$ cat src/rtl/add_sub_16.sv
`default_nettype none
// ============================================================================
// Module   : add_sub_16
// Brief    : 16-bit registered adder/subtractor on a Kogge-Stone carry tree.
// Revision : 1.0 - initial release
// ============================================================================
module add_sub_16 (
    input  logic        clk,
    input  logic        rst_n,
    input  logic [15:0] a,
    input  logic [15:0] b,
    input  logic        cin,
    output logic [15:0] S,
    output logic        cout,
    output logic        ovf
);

    localparam int unsigned C_W = 16;

    logic [C_W-1:0] bb;
    logic [C_W-1:0] gen0, prop0;
    logic [C_W-1:0] gen1, gen2, gen3, gen4;
    logic [C_W-1:0] prop1_w;
    logic [C_W-1:0] prop2_w;
    logic [C_W-1:0] prop3_w;

    logic [C_W-1:0] s_d, s_q;
    logic           cout_d, cout_q;
    logic           ovf_d, ovf_q;

    // Bit-level generate/propagate with the carry-in folded into position 0.
    always_comb begin
        bb       = b ^ {C_W{cin}};
        prop0    = a ^ bb;
        gen0     = a & bb;
        gen0[0]  = (a[0] & bb[0]) | (prop0[0] & cin);
    end

    // Level 1, span 1: gray cell at bit 1, black cells from bit 2.
    assign gen1[0]       = gen0[0];
    assign prop1_w[1:0]  = 2'b00;
    generate
        for (genvar i = 1; i < C_W; i++) begin : g_lvl1
            assign gen1[i] = gen0[i] | (prop0[i] & gen0[i-1]);
            if (i >= 2) begin : g_black
                assign prop1_w[i] = prop0[i] & prop0[i-1];
            end
        end
    endgenerate

    // Level 2, span 2: gray cells at bits 2..3, black cells from bit 4.
    assign gen2[1:0]     = gen1[1:0];
    assign prop2_w[3:0]  = 4'b0000;
    generate
        for (genvar i = 2; i < C_W; i++) begin : g_lvl2
            assign gen2[i] = gen1[i] | (prop1_w[i] & gen1[i-2]);
            if (i >= 4) begin : g_black
                assign prop2_w[i] = prop1_w[i] & prop1_w[i-2];
            end
        end
    endgenerate

    // Level 3, span 4: gray cells at bits 4..7, black cells from bit 8.
    assign gen3[3:0]     = gen2[3:0];
    assign prop3_w[7:0]  = 8'h00;
    generate
        for (genvar i = 4; i < C_W; i++) begin : g_lvl3
            assign gen3[i] = gen2[i] | (prop2_w[i] & gen2[i-4]);
            if (i >= 8) begin : g_black
                assign prop3_w[i] = prop2_w[i] & prop2_w[i-4];
            end
        end
    endgenerate

    // Level 4, span 8: only group generates are needed, so all gray cells.
    assign gen4[7:0] = gen3[7:0];
    generate
        for (genvar i = 8; i < C_W; i++) begin : g_lvl4
            assign gen4[i] = gen3[i] | (prop3_w[i] & gen3[i-8]);
        end
    endgenerate

    // gen4[i] is the carry out of bit i, i.e. the carry into bit i+1.
    always_comb begin
        s_d    = prop0 ^ {gen4[C_W-2:0], cin};
        cout_d = gen4[C_W-1];
        ovf_d  = gen4[C_W-2] ^ gen4[C_W-1];
    end

    always_ff @(posedge clk) begin
        if (!rst_n) begin
            s_q    <= '0;
            cout_q <= 1'b0;
            ovf_q  <= 1'b0;
        end else begin
            s_q    <= s_d;
            cout_q <= cout_d;
            ovf_q  <= ovf_d;
        end
    end

    assign S    = s_q;
    assign cout = cout_q;
    assign ovf  = ovf_q;

    // Low propagate bits of levels 1..3 feed no cell; tie them into nothing.
    logic w_unused_prop;
    assign w_unused_prop = ^{prop1_w[1:0], prop2_w[3:0], prop3_w[7:0]};

endmodule
`default_nettype wire

$ cat config.mk
export PLATFORM = sky130hd
export DESIGN_NAME = add_sub_16
export DESIGN_NICKNAME = d
export VERILOG_FILES = /design/src/rtl/add_sub_16.sv
export SDC_FILE = /design/constraint.sdc
export NUM_CORES = 1
export LEC_CHECK = 0
export CAP_MARGIN = 0
export CORE_ASPECT_RATIO = 1.75
export CORE_UTILIZATION = 40
export DETAILED_ROUTE_END_ITERATION = 10
export GPL_ROUTABILITY_DRIVEN = 0
export PLACE_DENSITY = 0.73
export SLEW_MARGIN = 20
export SYNTH_ARGS = -nofsm -noshare
export SYNTH_HDL_FRONTEND = slang
export SYNTH_SLANG_ARGS = --single-unit
$ cat constraint.sdc
create_clock -name clk -period 4.2 [get_ports clk]
set_input_delay 1.05 -clock clk [delete_from_list [all_inputs] [get_ports clk]]
set_output_delay 1.05 -clock clk [all_outputs]
set_load 0.02 [all_outputs]
==> summary.md <==
The final layout contains 266 nets. The largest net degree at the start of global routing came out at 23. For this design the static power due to leakage is 0.915 nW.

The via density per instance is 5.21, and the worst voltage drop across the vdd grid is 0.000318 V. The startpoint identified for the worst hold timing path is a[0]. For the worst setup path, the data required time is 4.34 ns. The detail route stage leaves a number of antenna-violating nets equal to 0. The share of flip-flops with an asynchronous set or reset after synthesis was 0%. Across the run, the number of max-cap violations was 0.

The first global-routing pass estimated 5910 µm of wire. After clock tree synthesis, the clock-pin slew on the worst setup and hold paths is 0.07 ns. The critical path starts at cin. Summed over all failing endpoints, the final setup total negative slack is 0 ns.

The initialized floorplan defines 28 standard-cell rows. The net switching power was 258 µW; the synthesis-to-finish area growth was 41.7%. The number of ports placed on the die boundary was 53. The maximum fanout along the worst path works out to 12. Counting the buffers created by CTS gives 3.

The clock period could shrink to 3.64 ns. The mean post-synth cell area came out at 9.14 µm². The fmax came out at 0.275 GHz. Class of the most critical hold timing path: input pin to register. The synthesized design devotes to its leading area cell type 24.5% of total area. Ranked by instance count, the synthesized netlist is headed by 23 x sky130_fd_sc_hd__xor2_1, 18 x sky130_fd_sc_hd__dfxtp_1, 16 x sky130_fd_sc_hd__ha_1.

For the arrival time reported for the critical path endpoint, the log shows 3.78 ns. The synthesized design contains 0 enable-type register cells. Buffers added to address setup during post-CTS repair amount to 0. The final hold violation count is 0. The post-route netlist has 5.63% of its cells at a drive strength greater than 1. The portion of the post-synthesis area used by sequential elements came out at 24.5%. In this run, the number of DRC markers left after iteration 0 of detailed routing was 19. The number of antenna diodes in the final layout is 0. The flip-flop and latch count after synthesis is 18, and the number of placed instances with taps included is 254.

In this run, post-CTS repair resized a total of 0 instances. Once the floorplan was initialized, standard cells occupied 42.9% of the core. The post-synthesis cell count was 161. STA classifies the critical path startpoint as an input pin.

The first detailed-routing pass ran for 4 iterations. Setup repair after global routing left no endpoint under its margin. After filler insertion, the fill cell instance count of the layout stands at 329. For this design the ratio of total power to cell area is 351 nW/µm². The classification of the worst setup path was input pin to register. The internal portion of the total power is 474 µW. The logs give 360 µm² for the register area and 42 for the distinct cell type count of the synthesized netlist.

Global routing used 20.8% of the available tracks across all layers. The count of final max-slew check failures was 0; the combinational power share was 51.9%. The number of buffers added to fix hold violations after cts was 0. The tools report the root buffer cell as sky130_fd_sc_hd__clkbuf_8. The total global routing overflow was 0. In this run the tightest slew margin relative to its limit is 61.1%.

The flow ran to the end, and the final reports show no timing, DRC or antenna violations. Once placement finished, the instance area stood at 2030 µm². Counting along the longest clock path gives a buffer depth of 2.

Measured along the x axis, the die boundary spans 47.8 µm. The total number of vias came out at 1343. TritonCTS built the clock tree.

Dividing the final minimum period by the clock period gives 86.7%. Setup violations remaining at the end of the flow were counted as 0. The most numerous cell in the Yosys netlist is sky130_fd_sc_hd__xor2_1. sky130_fd_sc_hd__dfxtp_1 takes more of the synthesized area than any other cell. Final wirelength: 3710 µm. The part of the power in the clock network is 19.1%. The final routed DRC violation total was 0; the yosys synthesis warning count was 0. In this run, flip-flops and latches consume 29.0% of the power.

In the final layout, the multi-input gates occupy 1070 µm². The die covers 3930 µm². The share of the core filled with cells is 60.7%, and the net count after synthesis is 213. Vertical die dimension: 82.2 µm.

The number of standard cells in the layout, taps in and fillers out was 258; the netlist area before placement was 1470 µm². The post-detailed-placement half-perimeter wirelength was 3050 µm. Initial antenna violation count: 0. Final routed wire length divided by cell count: 14.4 µm. Share of total power consumed by net switching: 35.2%.

The core region is 3430 µm². Yosys attributes the largest share of cell area to sky130_fd_sc_hd__dfxtp_1 24%, sky130_fd_sc_hd__xor2_1 14%, sky130_fd_sc_hd__ha_1 14%. The via count of the first global-routing pass is 1377.

The worst setup path is captured at a register. The depth of the CTS H-tree is 1. The top flip-flop cell by instance count after synthesis is sky130_fd_sc_hd__dfxtp_1. Buffers placed on the I/O ports in this run total 52. Actual transition at the worst max-transition pin: 0.581 ns. The finished cells cover 2080 µm².

The CTS sink count was 18.
[power by group through the flow]
stage,Combinational [mW],Sequential [mW],Clock [mW]
detailed placement,0.378,0.216,0
global route,0.414,0.216,0.150
floorplan,0.196,0.256,0
global placement,0.372,0.216,0
finish,0.380,0.212,0.140
CTS,0.381,0.212,0.142
[critical path: stages]
cell	delay (ns)
sky130_fd_sc_hd__clkdlybuf4s50_1	0.65
sky130_fd_sc_hd__buf_4	0.29
sky130_fd_sc_hd__xor2_1	0.22
sky130_fd_sc_hd__ha_1	0.31
sky130_fd_sc_hd__a211oi_1	0.39
sky130_fd_sc_hd__o31ai_4	0.12
sky130_fd_sc_hd__o211ai_1	0.26
sky130_fd_sc_hd__a31oi_2	0.17
sky130_fd_sc_hd__a311o_1	0.32
[logic make-up after synthesis]
| group | count (synthesis) | synth area share [%] |
|---|---|---|
| XOR/XNOR | 27 | 16.1 |
| AND/OR/NAND/NOR | 48 | 17.7 |
| adder cells (fa/ha/maj) | 17 | 15.0 |
| flip-flops | 18 | 24.5 |
| multiplexers | 2 | 1.70 |
| AO/OA/AOI/OAI | 40 | 22.3 |
| buffers and inverters | 9 | 2.81 |
[per-layer routing]
metal	GRT usage (%)	vias to the layer above	wire length, µm
met2	40.3	40	2190
li1	-	672	-
met5	0	-	0
met3	3.26	14	134
met1	19.8	617	1250
met4	8.89	0	132
[registers in the layout, summed over array words and instances (netlist names)]
signal and count:
ovf 1, S 16, cout 1
[worst paths after layout]
check	end	slack, ns	cells after the start
min	S[0]	1.56	3
max	S[14]	0.56	9
[final cells by class]
class / count / share of cell area, %
Tap cell: 45 / 2.70
Inverter: 4 / 0.720
Multi-Input combinational cell: 134 / 51.3
Timing Repair Buffer: 53 / 25.3
Clock buffer: 4 / 2.64
Sequential cell: 18 / 17.3
[placed cells by master, fill, tap and decap left out, types with 2 or more instances in the layout]
cell / n
sky130_fd_sc_hd__nand2_1: 14
sky130_fd_sc_hd__ha_1: 16
sky130_fd_sc_hd__clkbuf_8: 4
sky130_fd_sc_hd__a211oi_1: 3
sky130_fd_sc_hd__a21o_1: 7
sky130_fd_sc_hd__o21ai_1: 3
sky130_fd_sc_hd__inv_1: 4
sky130_fd_sc_hd__nor2_1: 4
sky130_fd_sc_hd__dfxtp_1: 18
sky130_fd_sc_hd__clkdlybuf4s50_1: 52
sky130_fd_sc_hd__a21oi_1: 8
sky130_fd_sc_hd__xor2_1: 23
sky130_fd_sc_hd__nand4_1: 2
sky130_fd_sc_hd__and2_1: 13
sky130_fd_sc_hd__nand3_1: 2
sky130_fd_sc_hd__o21a_1: 2
sky130_fd_sc_hd__a31oi_1: 2
sky130_fd_sc_hd__xnor2_1: 4
sky130_fd_sc_hd__nor2b_1: 2
sky130_fd_sc_hd__o211ai_1: 2
sky130_fd_sc_hd__and3_1: 4
sky130_fd_sc_hd__o21ai_0: 2
sky130_fd_sc_hd__nand2b_1: 2
[per-stage QoR]
| stage | total power [mW] | hold slack [ns] | setup slack [ns] |
|---|---|---|---|
| finish | 0.732 | 1.56 | 0.559 |
| global route | 0.780 | 1.59 | 0.462 |
| CTS | 0.735 | 1.57 | 0.567 |
| detailed placement | 0.594 | 1.83 | 0.312 |
| global placement | 0.588 | 1.81 | 0.375 |
| floorplan | 0.452 | 1.28 | 0.724 |
Note: power is estimated with default switching activity, not from simulation.
==> patch 1, RTL diff (same settings) <==
Take the reset off `s_q` and load it in a clocked block of its own.
--- a/src/rtl/add_sub_16.sv
+++ b/src/rtl/add_sub_16.sv
@@ -90,12 +90,14 @@
     always_ff @(posedge clk) begin
         if (!rst_n) begin
-            s_q    <= '0;
             cout_q <= 1'b0;
             ovf_q  <= 1'b0;
         end else begin
-            s_q    <= s_d;
             cout_q <= cout_d;
             ovf_q  <= ovf_d;
         end
+    end
+
+    always_ff @(posedge clk) begin
+        s_q <= s_d;
     end
 
Function: changed (Yosys sat finds a counterexample within 4 cycles, from zero or initial values and one cycle with rst_n low).
==> patch 1 against the unedited design <==
Final area fell by 6.2%. Power rose by 5.9%. Core utilization rose by 0.83 points. Count of clock-buffer cells in the layout fell by 1. Area after synthesis fell by 8.4%. Setup slack improved by 0.32 ns. Routed wire length fell by 14%. Sequential cell count did not move. Critical path type unchanged. Critical endpoint is now ovf. Largest cell class unchanged.
==> patch 1: results (changes against the unedited design) <==
status: "finished clean"
syn_nets: 195  # -8.5%
clk_path_buf_depth: 2  # unchanged
antennaDiodeCount: 0  # unchanged
avgSynthCellArea_um2: 9.36  # +2.4%
fillers: 303  # -7.9%
initialDrtViolationCount: 23  # +4
pre_cts_ws_ns: 0.599  # +0.287 ns
ys_types: 40  # -4.8%
ctsHtreeMaxLevel: 1  # unchanged
place.port_buffers: 52  # unchanged
synth-async-reset-ratio_pct: 0  # unchanged
leakagePower_uw: 0.000821  # -10%
highest_layer: "met4"
worst-path-max-fanout: 16  # +4
drive_gt1_share_pct: 7.58  # +1.9 points
wire_per_inst_um: 13.2  # -8.4%
grt_max_degree: 17  # -26%
antenna_found_initial: 0  # unchanged
yosys-top-cells-area: "dfxtp_1 27%, ha_1 14%, xor2_1 14%"
largest_reg_flops: 16  # unchanged
ys_seq_area_share_pct: 26.7  # +2.3 points
hold_viol: 0  # unchanged
clk_pin_slew_ns: 0.06
grtUsageTotal_pct: 19.3  # -1.5 points
place_hpwl_um: 2750  # -9.9%
synth_commonest_cells: "21 x xor2_1, 18 x dfxtp_1, 15 x ha_1"
synthFlopType: "dfxtp_1"
cts_root_buf: "clkbuf_8"
finalNetCount: 251  # -5.6%
first_pass_iters: 4  # unchanged
peakVddDrop_uv: 183  # -42%
yosysWarnings: 0  # unchanged
drt-met1-wl_um: 1080  # -14%
worstMarginPinSlew_ns: 0.272  # -0.309 ns
hold_class: "input port to flop"
critPathArrivalTime_ns: 3.50  # -0.28 ns
post-place-cells: 238  # -6.3%
cts_inserted_buffers: 3  # unchanged
fmax_mhz: 301  # +9.5%
post_cts_buffers: 0  # unchanged
via_count: 1254  # -6.6%
met2_length_um: 1850  # -16%
grt_pass1_wl_um: 5260  # -11%
detailroute.wirelength.met3_um: 137  # +2.2%
cts-resized-gates: 0  # unchanged
viasPerCell: 5.20  # about the same
-- patch 1: cell count changes in the layout (fill, tap and decap cells not counted), sizes merged, moves of 3 or more --
cell	delta
and2	-13
nor2	+7
nand2	-6
nor3	+4
xnor2	+4
a31oi	-3
and3	-3
-- patch 1: path summary, 6_finish.rpt --
check                 cells past startpoint  from  endpoint
worst min-delay path                      2  a[0]      S[0]
worst max-delay path                     10   cin       ovf
-- patch 1: layout make-up --
| cell class | instances | area, um^2 | area share, % |
|---|---|---|---|
| timing repair buffer | 53 | 528 | 27.0 |
| sequential | 18 | 360 | 18.4 |
| multi-input combinational | 121 | 960 | 49.1 |
| tap | 43 | 53.8 | 2.75 |
| inverter | 3 | 11.3 | 0.576 |
| clock buffer | 3 | 41.3 | 2.11 |
-- patch 1: per-stage QoR --
stage	hold WS [ns]	instance area, um^2	utilization (%)
2_1_floorplan	1.14	1350	-
3_3_place_gp	1.69	1910	60.2
3_5_place_dp	1.70	1910	60.2
4_1_cts	1.44	1950	61.5
5_1_grt	1.45	1950	61.5
6_report	1.44	1950	61.5
-- patch 1: logic make-up (layout without fill, tap and decap cells) --
kind of cell	Yosys count	in the layout	synth area share, %
xor gates and xnor gates	29	29	18.8
buffers and inverters	5	59	2.04
and+or+nand+nor	38	38	15.2
muxes	2	2	1.76
AOI/OAI and AO/OA	36	36	20.0
adders and majority gates	16	16	15.4
DFF	18	18	26.7
-- patch 1: where the power goes --
part / total, uW / leakage [uW] / switching (uW) / internal, uW
Sequential: 238 / 0.000152 / 13.7 / 224
Combinational: 419 / 0.000648 / 209 / 210
Clock: 118 / 0.0000216 / 54.3 / 63.6
-- patch 1: worst max-delay path, cell delays in order --
cell and delay [ns]:
clkdlybuf4s50_1 0.40, buf_4 0.22, mux2i_2 0.23, inv_1 0.08
fa_1 0.44, a211oi_2 0.25, o211ai_2 0.13, and3b_1 0.20
or3b_1 0.37, mux2i_1 0.13
-- patch 1: routing by layer --
metal / track usage (%) / up-vias
met3: 1.82 / 12
li1: - / 623
met4: 10.9 / 0
met2: 38.2 / 47
met1: 16.8 / 572
met5: 0 / -
==> patch 2, RTL diff (same settings) <==
Without the edit above. Add an input register stage for `a`, `b` and `cin`, cleared by the reset; this delays them by one clock. Comments in the files are not updated.
--- a/src/rtl/add_sub_16.sv
+++ b/src/rtl/add_sub_16.sv
@@ -18,4 +18,20 @@
     localparam int unsigned C_W = 16;
 
+    logic [15:0] a_q;
+    logic [15:0] b_q;
+    logic cin_q;
+
+    always_ff @(posedge clk) begin
+        if (!rst_n) begin
+            a_q   <= '0;
+            b_q   <= '0;
+            cin_q <= '0;
+        end else begin
+            a_q   <= a;
+            b_q   <= b;
+            cin_q <= cin;
+        end
+    end
+
     logic [C_W-1:0] bb;
     logic [C_W-1:0] gen0, prop0;
@@ -31,8 +47,8 @@
     // Bit-level generate/propagate with the carry-in folded into position 0.
     always_comb begin
-        bb       = b ^ {C_W{cin}};
-        prop0    = a ^ bb;
-        gen0     = a & bb;
-        gen0[0]  = (a[0] & bb[0]) | (prop0[0] & cin);
+        bb       = b_q ^ {C_W{cin_q}};
+        prop0    = a_q ^ bb;
+        gen0     = a_q & bb;
+        gen0[0]  = (a_q[0] & bb[0]) | (prop0[0] & cin_q);
     end
 
@@ -83,5 +99,5 @@
     // gen4[i] is the carry out of bit i, i.e. the carry into bit i+1.
     always_comb begin
-        s_d    = prop0 ^ {gen4[C_W-2:0], cin};
+        s_d    = prop0 ^ {gen4[C_W-2:0], cin_q};
         cout_d = gen4[C_W-1];
         ovf_d  = gen4[C_W-2] ^ gen4[C_W-1];
Check against the original RTL: not equivalent (a bounded check fails within 4 cycles, from zero or initial values and one cycle with rst_n low).
==> patch 2 against the unedited design <==
Count of clock-buffer cells in the layout increased by 2. First-iteration DRC count up 21%. Power up 65%. Clock power rose to 2.8 times the old value. Area after synthesis up 52%. Sequential cell count up 33. Synthesized cell count grew 37%. Routed wire length decreased by 3.1%. Final area up 42%. Via count up 17%. Setup slack gained 0.70 ns. Largest power group is now sequential cells.
==> patch 2: results (changes against the unedited design) <==
place_hpwl_um: 2860  # -6.1%
ys_seq_area_share_pct: 45.5  # +21 points
wire_per_inst_um: 10.4  # -28%
leakagePower_uw: 0.00131  # +43%
ctsHtreeMaxLevel: 2  # +1
yosys-top-cells-area: "dfxtp_1 46%, and2_1 10%, ha_1 8.9%"
place.port_buffers: 52  # unchanged
hold_class: "flop to flop"
fillers: 506  # +54%
insertion_delay_ns: 0.30
grt_pass1_wl_um: 6190  # +4.7%
peakVddDrop_uv: 260  # -18%
critPathArrivalTime_ns: 3.13  # -0.65 ns
finalClockSkew_ns: 0.00480
syn_nets: 272  # +28%
cts_root_buf: "clkbuf_8"
ys_types: 34  # -19%
antennaDiodeCount: 0  # unchanged
grt_max_degree: 36  # +57%
drive_gt1_share_pct: 5.13  # -0.51 points
antenna_found_initial: 0  # unchanged
synth-async-reset-ratio_pct: 0  # unchanged
pre_cts_ws_ns: 1.28  # +0.967 ns
synth_cells: 220  # +37%
cts-resized-gates: 0  # unchanged
fin_cells: 347  # +34%
post-place-cells: 339  # +33%
grtUsageTotal_pct: 13.8  # -7.0 points
initialDrtViolationCount: 23  # +4
cts_inserted_buffers: 5  # +2
finalNetCount: 324  # +22%
hold_depth: 2  # -1
reg2reg_depth: 8
clk_path_buf_depth: 2  # unchanged
clk_pin_slew_ns: 0.09  # +0.02 ns
status: "finished clean"
viasPerCell: 4.52  # -13%
max_slew_margin_pct: 48.5  # -13 points
first_pass_iters: 4  # unchanged
worst-path-max-fanout: 16  # +4
synth_commonest_cells: "51 x dfxtp_1, 36 x and2_1, 18 x xor2_1"
grt_pass1_vias: 1504  # +9.2%
yosysWarnings: 0  # unchanged
post_cts_buffers: 0  # unchanged
-- patch 2: cell count changes in the layout (fill, tap and decap cells not counted), sizes merged, moves of 3 or more --
cell / delta
a31oi: -3
nor3: +5
a21oi: +4
mux2i: +3
xor2: -5
o21bai: +3
nor2: +4
and2: +23
dfxtp: +33
-- patch 2: metal layers --
metal	wire length (um)	track usage, %
met5	0	0
met4	106	8.79
met3	135	2.31
met2	1830	24.9
met1	1530	14.2
-- patch 2: layout make-up --
cell class	instances	share of cell area (%)
clock buffer	6	2.45
inverter	5	0.635
sequential	51	34.5
clock inverter	2	2.03
multi-input combinational	156	39.4
timing repair buffer	53	17.9
tap	74	3.13
-- patch 2: cells by family (layout without fill, tap and decap cells) --
family                   Yosys count  after routing  share of synthesized area (%)
XOR/XNOR                          23             23                           8.98
multiplexers                       6              6                           2.96
buffers and inverters             13             66                           2.51
flip-flops                        51             51                           45.5
AND/OR/NAND/NOR                   75             75                           18.2
adder cells (fa/ha/maj)           17             17                           9.82
AO/OA/AOI/OAI                     35             35                           12.0
-- patch 2: path summary, 6_finish.rpt --
kind                              from   end  slack (ns)
worst max-delay path             cin_q   ovf        1.26
worst min-delay path            a_q[0]  S[0]        0.54
worst max register to register   cin_q   ovf        1.26
worst min register to register  a_q[0]  S[0]        0.54
-- patch 2: critical path: stages (launching register included) --
cell and delay (ns):
dfxtp_1 0.83, xor2_1 0.21, ha_1 0.38, a21o_1 0.18, a31o_4 0.22, o31ai_4 0.29
o31ai_2 0.13, a41oi_2 0.25, mux2_1 0.35
-- patch 2: power by group --
group | switching [uW] | internal (uW) | leakage, uW
clock | 149 | 238 | 0.0000654
combinational | 133 | 144 | 0.000818
sequential | 15.0 | 524 | 0.000425
-- patch 2: through the flow --
step,instance area (um^2),power [uW]
CTS,2960,1220
finish,2960,1200
global placement,2830,823
floorplan,2240,726
detailed placement,2830,829
global route,2960,1260
